==> src/rtl/chip_test_sequencer_if.sv <==
// Bundle between the chip-checker control/ROM/socket side and the test sequencer.
// master = sequencer side, slave = control FSM, vector ROM and socket side.
interface chip_test_sequencer_if #(
  parameter int N_IN  = 8,
  parameter int N_OUT = 4,
  parameter int VEC_W = 4,
  parameter int SEL_W = 3
);
  logic                     Start_Check;
  logic [SEL_W-1:0]         Chip_Sel;
  logic [SEL_W+VEC_W-1:0]   Vec_Addr;
  logic [N_IN+2*N_OUT:0]    Vec_Data;
  logic [N_IN-1:0]          Chip_In;
  logic [N_OUT-1:0]         Chip_Out;
  logic                     Check_Done;
  logic                     Pass;
  logic [VEC_W:0]           Fail_Count;
  logic [VEC_W-1:0]         First_Fail;
  logic [VEC_W:0]           Vec_Count;

  modport master (
    input  Start_Check, Chip_Sel, Vec_Data, Chip_Out,
    output Vec_Addr, Chip_In, Check_Done, Pass, Fail_Count, First_Fail, Vec_Count
  );

  modport slave (
    output Start_Check, Chip_Sel, Vec_Data, Chip_Out,
    input  Vec_Addr, Chip_In, Check_Done, Pass, Fail_Count, First_Fail, Vec_Count
  );
endinterface

==> src/rtl/chip_test_sequencer.sv <==
// Runs the selected chip's stored vectors against the socketed DUT and accumulates pass/fail results.
// SETTLE+3 cycles per vector; start edges are honoured only in IDLE or DONE, otherwise ignored.
module chip_test_sequencer #(
  parameter int N_IN   = 8,
  parameter int N_OUT  = 4,
  parameter int VEC_W  = 4,
  parameter int SEL_W  = 3,
  parameter int SETTLE = 2
) (
  input  logic                   Clk,
  input  logic                   Reset_n,
  chip_test_sequencer_if.master  bus
);
  localparam int                CNT_W       = 4;
  localparam int                DAT_W       = N_IN + 2*N_OUT + 1;
  localparam logic [VEC_W:0]    CNT_ONE     = (VEC_W+1)'(1);
  localparam logic [VEC_W-1:0]  IDX_ONE     = VEC_W'(1);
  localparam logic [CNT_W-1:0]  SETTLE_LOAD = CNT_W'(SETTLE - 1);

  typedef enum logic [2:0] {
    ST_IDLE, ST_FETCH, ST_LOAD, ST_SETTLE, ST_SAMPLE, ST_DONE
  } state_t;

  state_t            state, state_next;
  logic              start_q;
  logic              start_ok;
  logic              mismatch;
  logic              final_vec;
  logic [N_OUT-1:0]  sync_a;
  logic [N_OUT-1:0]  out_s;
  logic [N_OUT-1:0]  exp_bits;
  logic [N_OUT-1:0]  mask_bits;
  logic              last_bit;
  logic [SEL_W-1:0]  sel;
  logic [VEC_W-1:0]  idx;
  logic [VEC_W-1:0]  first_fail;
  logic [CNT_W-1:0]  settle_cnt;
  logic [N_IN-1:0]   chip_in;
  logic [VEC_W:0]    vec_count;
  logic [VEC_W:0]    fail_count;
  logic              check_done;
  logic              pass;

  always_comb begin
    start_ok   = bus.Start_Check & ~start_q & ((state == ST_IDLE) | (state == ST_DONE));
    mismatch   = |((out_s ^ exp_bits) & mask_bits);
    final_vec  = last_bit | (idx == '1);
    state_next = state;
    case (state)
      ST_IDLE:   if (start_ok) state_next = ST_FETCH;
      ST_FETCH:  state_next = ST_LOAD;
      ST_LOAD:   state_next = ST_SETTLE;
      ST_SETTLE: if (settle_cnt == '0) state_next = ST_SAMPLE;
      ST_SAMPLE: state_next = final_vec ? ST_DONE : ST_FETCH;
      ST_DONE:   if (start_ok) state_next = ST_FETCH;
      default:   state_next = ST_IDLE;
    endcase
  end

  always_ff @(posedge Clk or negedge Reset_n) begin
    if (!Reset_n) state <= ST_IDLE;
    else          state <= state_next;
  end

  // Chip_Out is asynchronous to Clk; only out_s is ever compared.
  always_ff @(posedge Clk or negedge Reset_n) begin
    if (!Reset_n) begin
      start_q <= 1'b0;
      sync_a  <= '0;
      out_s   <= '0;
    end else begin
      start_q <= bus.Start_Check;
      sync_a  <= bus.Chip_Out;
      out_s   <= sync_a;
    end
  end

  always_ff @(posedge Clk or negedge Reset_n) begin
    if (!Reset_n) begin
      sel        <= '0;
      idx        <= '0;
      exp_bits   <= '0;
      mask_bits  <= '0;
      last_bit   <= 1'b0;
      settle_cnt <= '0;
      chip_in    <= '0;
      vec_count  <= '0;
      fail_count <= '0;
      first_fail <= '0;
      check_done <= 1'b0;
      pass       <= 1'b0;
    end else begin
      if (start_ok) begin
        sel        <= bus.Chip_Sel;
        idx        <= '0;
        chip_in    <= '0;
        vec_count  <= '0;
        fail_count <= '0;
        first_fail <= '0;
        check_done <= 1'b0;
        pass       <= 1'b0;
      end

      if (state == ST_LOAD) begin
        chip_in    <= bus.Vec_Data[DAT_W-1 -: N_IN];
        exp_bits   <= bus.Vec_Data[2*N_OUT -: N_OUT];
        mask_bits  <= bus.Vec_Data[N_OUT -: N_OUT];
        last_bit   <= bus.Vec_Data[0];
        settle_cnt <= SETTLE_LOAD;
      end

      if ((state == ST_SETTLE) && (settle_cnt != '0))
        settle_cnt <= settle_cnt - CNT_ONE[CNT_W-1:0];

      // Results become final in the same edge that enters DONE, so Check_Done never leads them.
      if (state == ST_SAMPLE) begin
        vec_count <= vec_count + CNT_ONE;
        if (mismatch) begin
          fail_count <= fail_count + CNT_ONE;
          if (fail_count == '0)
            first_fail <= idx;
        end
        if (final_vec) begin
          chip_in    <= '0;
          check_done <= 1'b1;
          pass       <= (fail_count == '0) & ~mismatch;
        end else begin
          idx <= idx + IDX_ONE;
        end
      end
    end
  end

  assign bus.Vec_Addr   = {sel, idx};
  assign bus.Chip_In    = chip_in;
  assign bus.Check_Done = check_done;
  assign bus.Pass       = pass;
  assign bus.Fail_Count = fail_count;
  assign bus.First_Fail = first_fail;
  assign bus.Vec_Count  = vec_count;

endmodule
==> src/flat_wrapper.sv <==
// flat-port wrapper written by rule: the top's interface ports become plain ports
module chip_test_sequencer_flat 
#(
  parameter int N_IN   = 8,
  parameter int N_OUT  = 4,
  parameter int VEC_W  = 4,
  parameter int SEL_W  = 3,
  parameter int SETTLE = 2
)
  (Clk, Reset_n, bus_Start_Check, bus_Chip_Sel, bus_Vec_Data, bus_Chip_Out, bus_Vec_Addr, bus_Chip_In, bus_Check_Done, bus_Pass, bus_Fail_Count, bus_First_Fail, bus_Vec_Count);
  chip_test_sequencer_if #(.N_IN(N_IN), .N_OUT(N_OUT), .VEC_W(VEC_W), .SEL_W(SEL_W)) bus_i ();
  input  logic Clk;
  input  logic Reset_n;
  input wire logic [$bits(bus_i.Start_Check)-1:0] bus_Start_Check;
  input wire logic [$bits(bus_i.Chip_Sel)-1:0] bus_Chip_Sel;
  input wire logic [$bits(bus_i.Vec_Data)-1:0] bus_Vec_Data;
  input wire logic [$bits(bus_i.Chip_Out)-1:0] bus_Chip_Out;
  output wire logic [$bits(bus_i.Vec_Addr)-1:0] bus_Vec_Addr;
  output wire logic [$bits(bus_i.Chip_In)-1:0] bus_Chip_In;
  output wire logic [$bits(bus_i.Check_Done)-1:0] bus_Check_Done;
  output wire logic [$bits(bus_i.Pass)-1:0] bus_Pass;
  output wire logic [$bits(bus_i.Fail_Count)-1:0] bus_Fail_Count;
  output wire logic [$bits(bus_i.First_Fail)-1:0] bus_First_Fail;
  output wire logic [$bits(bus_i.Vec_Count)-1:0] bus_Vec_Count;
  assign bus_i.Start_Check = bus_Start_Check;
  assign bus_i.Chip_Sel = bus_Chip_Sel;
  assign bus_i.Vec_Data = bus_Vec_Data;
  assign bus_i.Chip_Out = bus_Chip_Out;
  assign bus_Vec_Addr = bus_i.Vec_Addr;
  assign bus_Chip_In = bus_i.Chip_In;
  assign bus_Check_Done = bus_i.Check_Done;
  assign bus_Pass = bus_i.Pass;
  assign bus_Fail_Count = bus_i.Fail_Count;
  assign bus_First_Fail = bus_i.First_Fail;
  assign bus_Vec_Count = bus_i.Vec_Count;
  chip_test_sequencer #(.N_IN(N_IN), .N_OUT(N_OUT), .VEC_W(VEC_W), .SEL_W(SEL_W), .SETTLE(SETTLE)) u_core (.Clk(Clk), .Reset_n(Reset_n), .bus(bus_i));
endmodule
==> config.mk <==
export PLATFORM = sky130hd
export DESIGN_NAME = chip_test_sequencer_flat
export DESIGN_NICKNAME = d
export VERILOG_FILES = /design/src/rtl/chip_test_sequencer_if.sv /design/src/rtl/chip_test_sequencer.sv /design/src/flat_wrapper.sv
export SDC_FILE = /design/constraint.sdc
export NUM_CORES = 1
export LEC_CHECK = 0
export ABC_CLOCK_PERIOD_IN_PS = 2500
export CAP_MARGIN = 10
export CORE_UTILIZATION = 50
export DETAILED_ROUTE_END_ITERATION = 7
export DONT_BUFFER_PORTS = 1
export PLACE_DENSITY = 0.66
export SLEW_MARGIN = 5
export SYNTH_ARGS = -nofsm -noshare
export SYNTH_HDL_FRONTEND = slang
export SYNTH_SLANG_ARGS = --single-unit
==> constraint.sdc <==
create_clock -name Clk -period 2.5 [get_ports Clk]
set_clock_uncertainty 0.1 [all_clocks]
set_input_delay 0.5 -clock Clk [delete_from_list [all_inputs] [get_ports Clk]]
set_output_delay 0.5 -clock Clk [all_outputs]
set_load 0.01 [all_outputs]
==> summary.txt <==
Finish-stage setup viols: 0
Register area share after synthesis: 56.7%
Worst-case clock buffer depth: 2
Mean Syn Cell Area: 10.3 um2
Min cycle time layout: 2060 ps
Total CTS buffers: 5
Register Area: 0.00140 mm2
Clock Latency Late Sink: 300 ps
Synth Register Bits: 56
Hpwl dp: 2940 um
Vias in the first global route: 1,535
Drt total wl: 4260 um
Final Hold Vio Count: 0
Crit path max-delay family: compound AO/OA/AOI/OAI gates
Crit. Startpoint: u_core.bus.Fail_Count[1]$_DFF_PN0_
Die area: 0.00523 mm2
Cells after Synth: 239
Port bufs: 0
Yosys warning total: 0
Die height: 72.3 um
Cell Area, Synth: 0.00247 mm2
First-pass GRT wire length: 7030 um
Area Overhead vs Synth: 7.65%
VDD IR max: 0.000546 V
Crit path max fanout: 8
Num rows: 25
First-pass iteration count of the detailed router: 4
Via/cell ratio: 5.27
CTS resizes: 0
WP data arrival: 2120 ps
Fmax: 487 MHz
Total setup buffers inserted after CTS: 0
# IOs: 58
Worst-Margin Slew: 712 ps
Max cap viols: 0
Status: finished, final reports clean
Worst path buffer plus inverter count: 1
Antenna-violating nets left: 0
Overflow after GRT: 0
Die width: 72.3 um
Setup CP Type: reg2reg
CP peak stage delay: 470 ps
Core area: 0.00475 mm2
Final Wtd Congestion: 0.743
Syn Nets: 271
Htree depth: 2
Initial Utilization: 52.0%
Critical path launch point type: register
Antenna cells: 0
Root buf cell: clkbuf_8
Slew Limit Fails: 0
Global Route Usage Sum: 17.8%
Fillcell total: 411
DRC: 0
Hold Path Origin: bus_Chip_Out[2]
Critical path required time: 2560 ps
Flop2flop setup slack: 440 ps
RSZ-0062 raised after global routing: no
Most frequent cells in the layout: nand2_1 (58), dfrtp_1 (56), nand3_1 (21)
Initial antenna violation count: 0
Cell area power density: 1190 mW/mm2
Post-route clock period utilization: 82.2%
Worst hold slack: 121 ps
Static Leak: 1.20 nW
Setup crit end kind: register
Worst-path clk slew: 90 ps
Nets: 272
Largest net degree at the start of global routing: 57
Setup TNS: 0 ps
Initial DRC Count: 125
Layout cells sized above 1: 9.96%
Multi-input gate area: 973 um2
Worst R2R Start: u_core.bus.Fail_Count[1]$_DFF_PN0_
Most common cell after layout, fill and taps aside: nand2_1
CTS tree: done
Rel. slew slack: 52.4%
DR vias: 1,624
Routed WL per cell: 13.8 um
Cell variety after synth: 41
CP max stage cell: dfrtp_1
Clock Sinks: 56
CP cell instances: inv_1, ha_1, nor4b_1, nand2_1, a21oi_1, o21ai_0
Hold Path Class: in2reg
-- final cells by class --
type | count | share of cell area, %
timing repair buffer | 3 | 1.69
clock inverter | 1 | 1.13
tap | 67 | 3.15
inverter | 8 | 1.13
multi-input combinational | 166 | 36.6
clock buffer | 7 | 3.62
sequential | 56 | 52.7
-- worst paths after layout --
check,to,depth (start not counted)
min reg2reg,u_core.out_s[1]$_DFF_PN0_,0
max,u_core.bus.First_Fail[3]$_DFF_PN0_,6
max reg2reg,u_core.bus.First_Fail[3]$_DFF_PN0_,6
min in group asynchronous,u_core.bus.Vec_Count[0]$_DFFE_PN0P_,2
max in group asynchronous,u_core.bus.Chip_In[6]$_DFF_PN0_,2
min,u_core.sync_a[2]$_DFF_PN0_,0
-- worst register-to-register path: cells and delay by family (launching register included) --
kind / cells / cell delay, ps
adder cells (fa/ha/maj): 1 / 140
flip-flops: 1 / 470
buffers and inverters: 1 / 100
AND/OR/NAND/NOR: 2 / 490
AO/OA/AOI/OAI: 2 / 620
-- layer usage --
layer  track usage [%]  routed length [um]
met1              22.7                1940
met2              28.8                2070
met3              5.83                 205
met4              5.45                  44
met5                 0                   0
-- state kept, by name, indices dropped and copies added, names as in the netlist --
register	cells
u_core.bus.Check_Done	1
u_core.sync_a	4
u_core.bus.Vec_Count	5
u_core.exp_bits	4
u_core.settle_cnt	4
u_core.last_bit	1
u_core.bus.Pass	1
u_core.out_s	4
u_core.state	3
u_core.bus.First_Fail	4
u_core.bus.Fail_Count	5
u_core.start_q	1
u_core.mask_bits	4
u_core.bus.Chip_In	8
u_core.sel	3
u_core.idx	4
-- cell usage after synthesis (all sizes together) --
| cell | n | share of area (%) |
|---|---|---|
| a22o | 1 | 0.35 |
| a21oi | 12 | 2.9 |
| a22oi | 2 | 1.0 |
| nor2 | 6 | 1.0 |
| inv | 8 | 1.2 |
| nand4 | 2 | 0.51 |
| and3 | 1 | 0.25 |
| a31oi | 1 | 0.25 |
| mux2 | 4 | 2.0 |
| or2 | 1 | 0.35 |
| and2 | 1 | 0.35 |
| clkbuf | 1 | 0.15 |
| nor4b | 1 | 0.35 |
| ha | 5 | 2.5 |
| mux2i | 4 | 1.6 |
| nand2b | 5 | 1.6 |
| a21o | 1 | 0.30 |
| dfrtp | 56 | 57 |
| nand2 | 58 | 8.8 |
| o21ai | 21 | 4.4 |
| xor2 | 7 | 2.5 |
| nor3 | 1 | 0.20 |
| o311ai | 2 | 0.71 |
| o21a | 1 | 0.30 |
| o31ai | 1 | 0.30 |
| nand3 | 21 | 4.3 |
| nor3b | 1 | 0.51 |
| xnor2 | 3 | 1.1 |
| and2b | 1 | 0.30 |
| buf | 8 | 2.5 |
| or3 | 1 | 0.46 |
| nor2b | 1 | 0.25 |
-- logic make-up (layout without fill, tap and decap cells) --
family	after synthesis	count (layout)	share of synthesized area (%)
AND/OR/NAND/NOR	101	101	19.2
flip-flops	56	56	56.7
AO/OA/AOI/OAI	42	42	10.5
buffers and inverters	17	19	3.90
XOR/XNOR	10	10	3.54
multiplexers	8	8	3.59
adder cells (fa/ha/maj)	5	5	2.53
-- repair_timing --
item,in CTS,in global routing
endpoints found under the setup margin,0,0
endpoints found under the hold margin,56,0
hold buffers,2,0
-- power breakdown --
group	internal, mW	switching [mW]
clock	0.353	0.271
sequential	1.23	0.403
combinational	0.392	0.522
total	1.97	1.20
-- per-stage QoR --
| step | utilization (%) | instances | cell area (um2) | setup slack (ps) | power (mW) |
|---|---|---|---|---|---|
| after floorplan | - | 239 | 2470 | 760 | 2.35 |
| after global placement | 52.5 | 298 | 2500 | 530 | 2.51 |
| after detailed placement | 52.5 | 298 | 2500 | 426 | 2.56 |
| after CTS | 55.9 | 308 | 2660 | 418 | 3.21 |
| after global routing | 55.9 | 308 | 2660 | 225 | 3.42 |
| final | 55.9 | 308 | 2660 | 445 | 3.17 |
(Power assumes the default switching activity.)
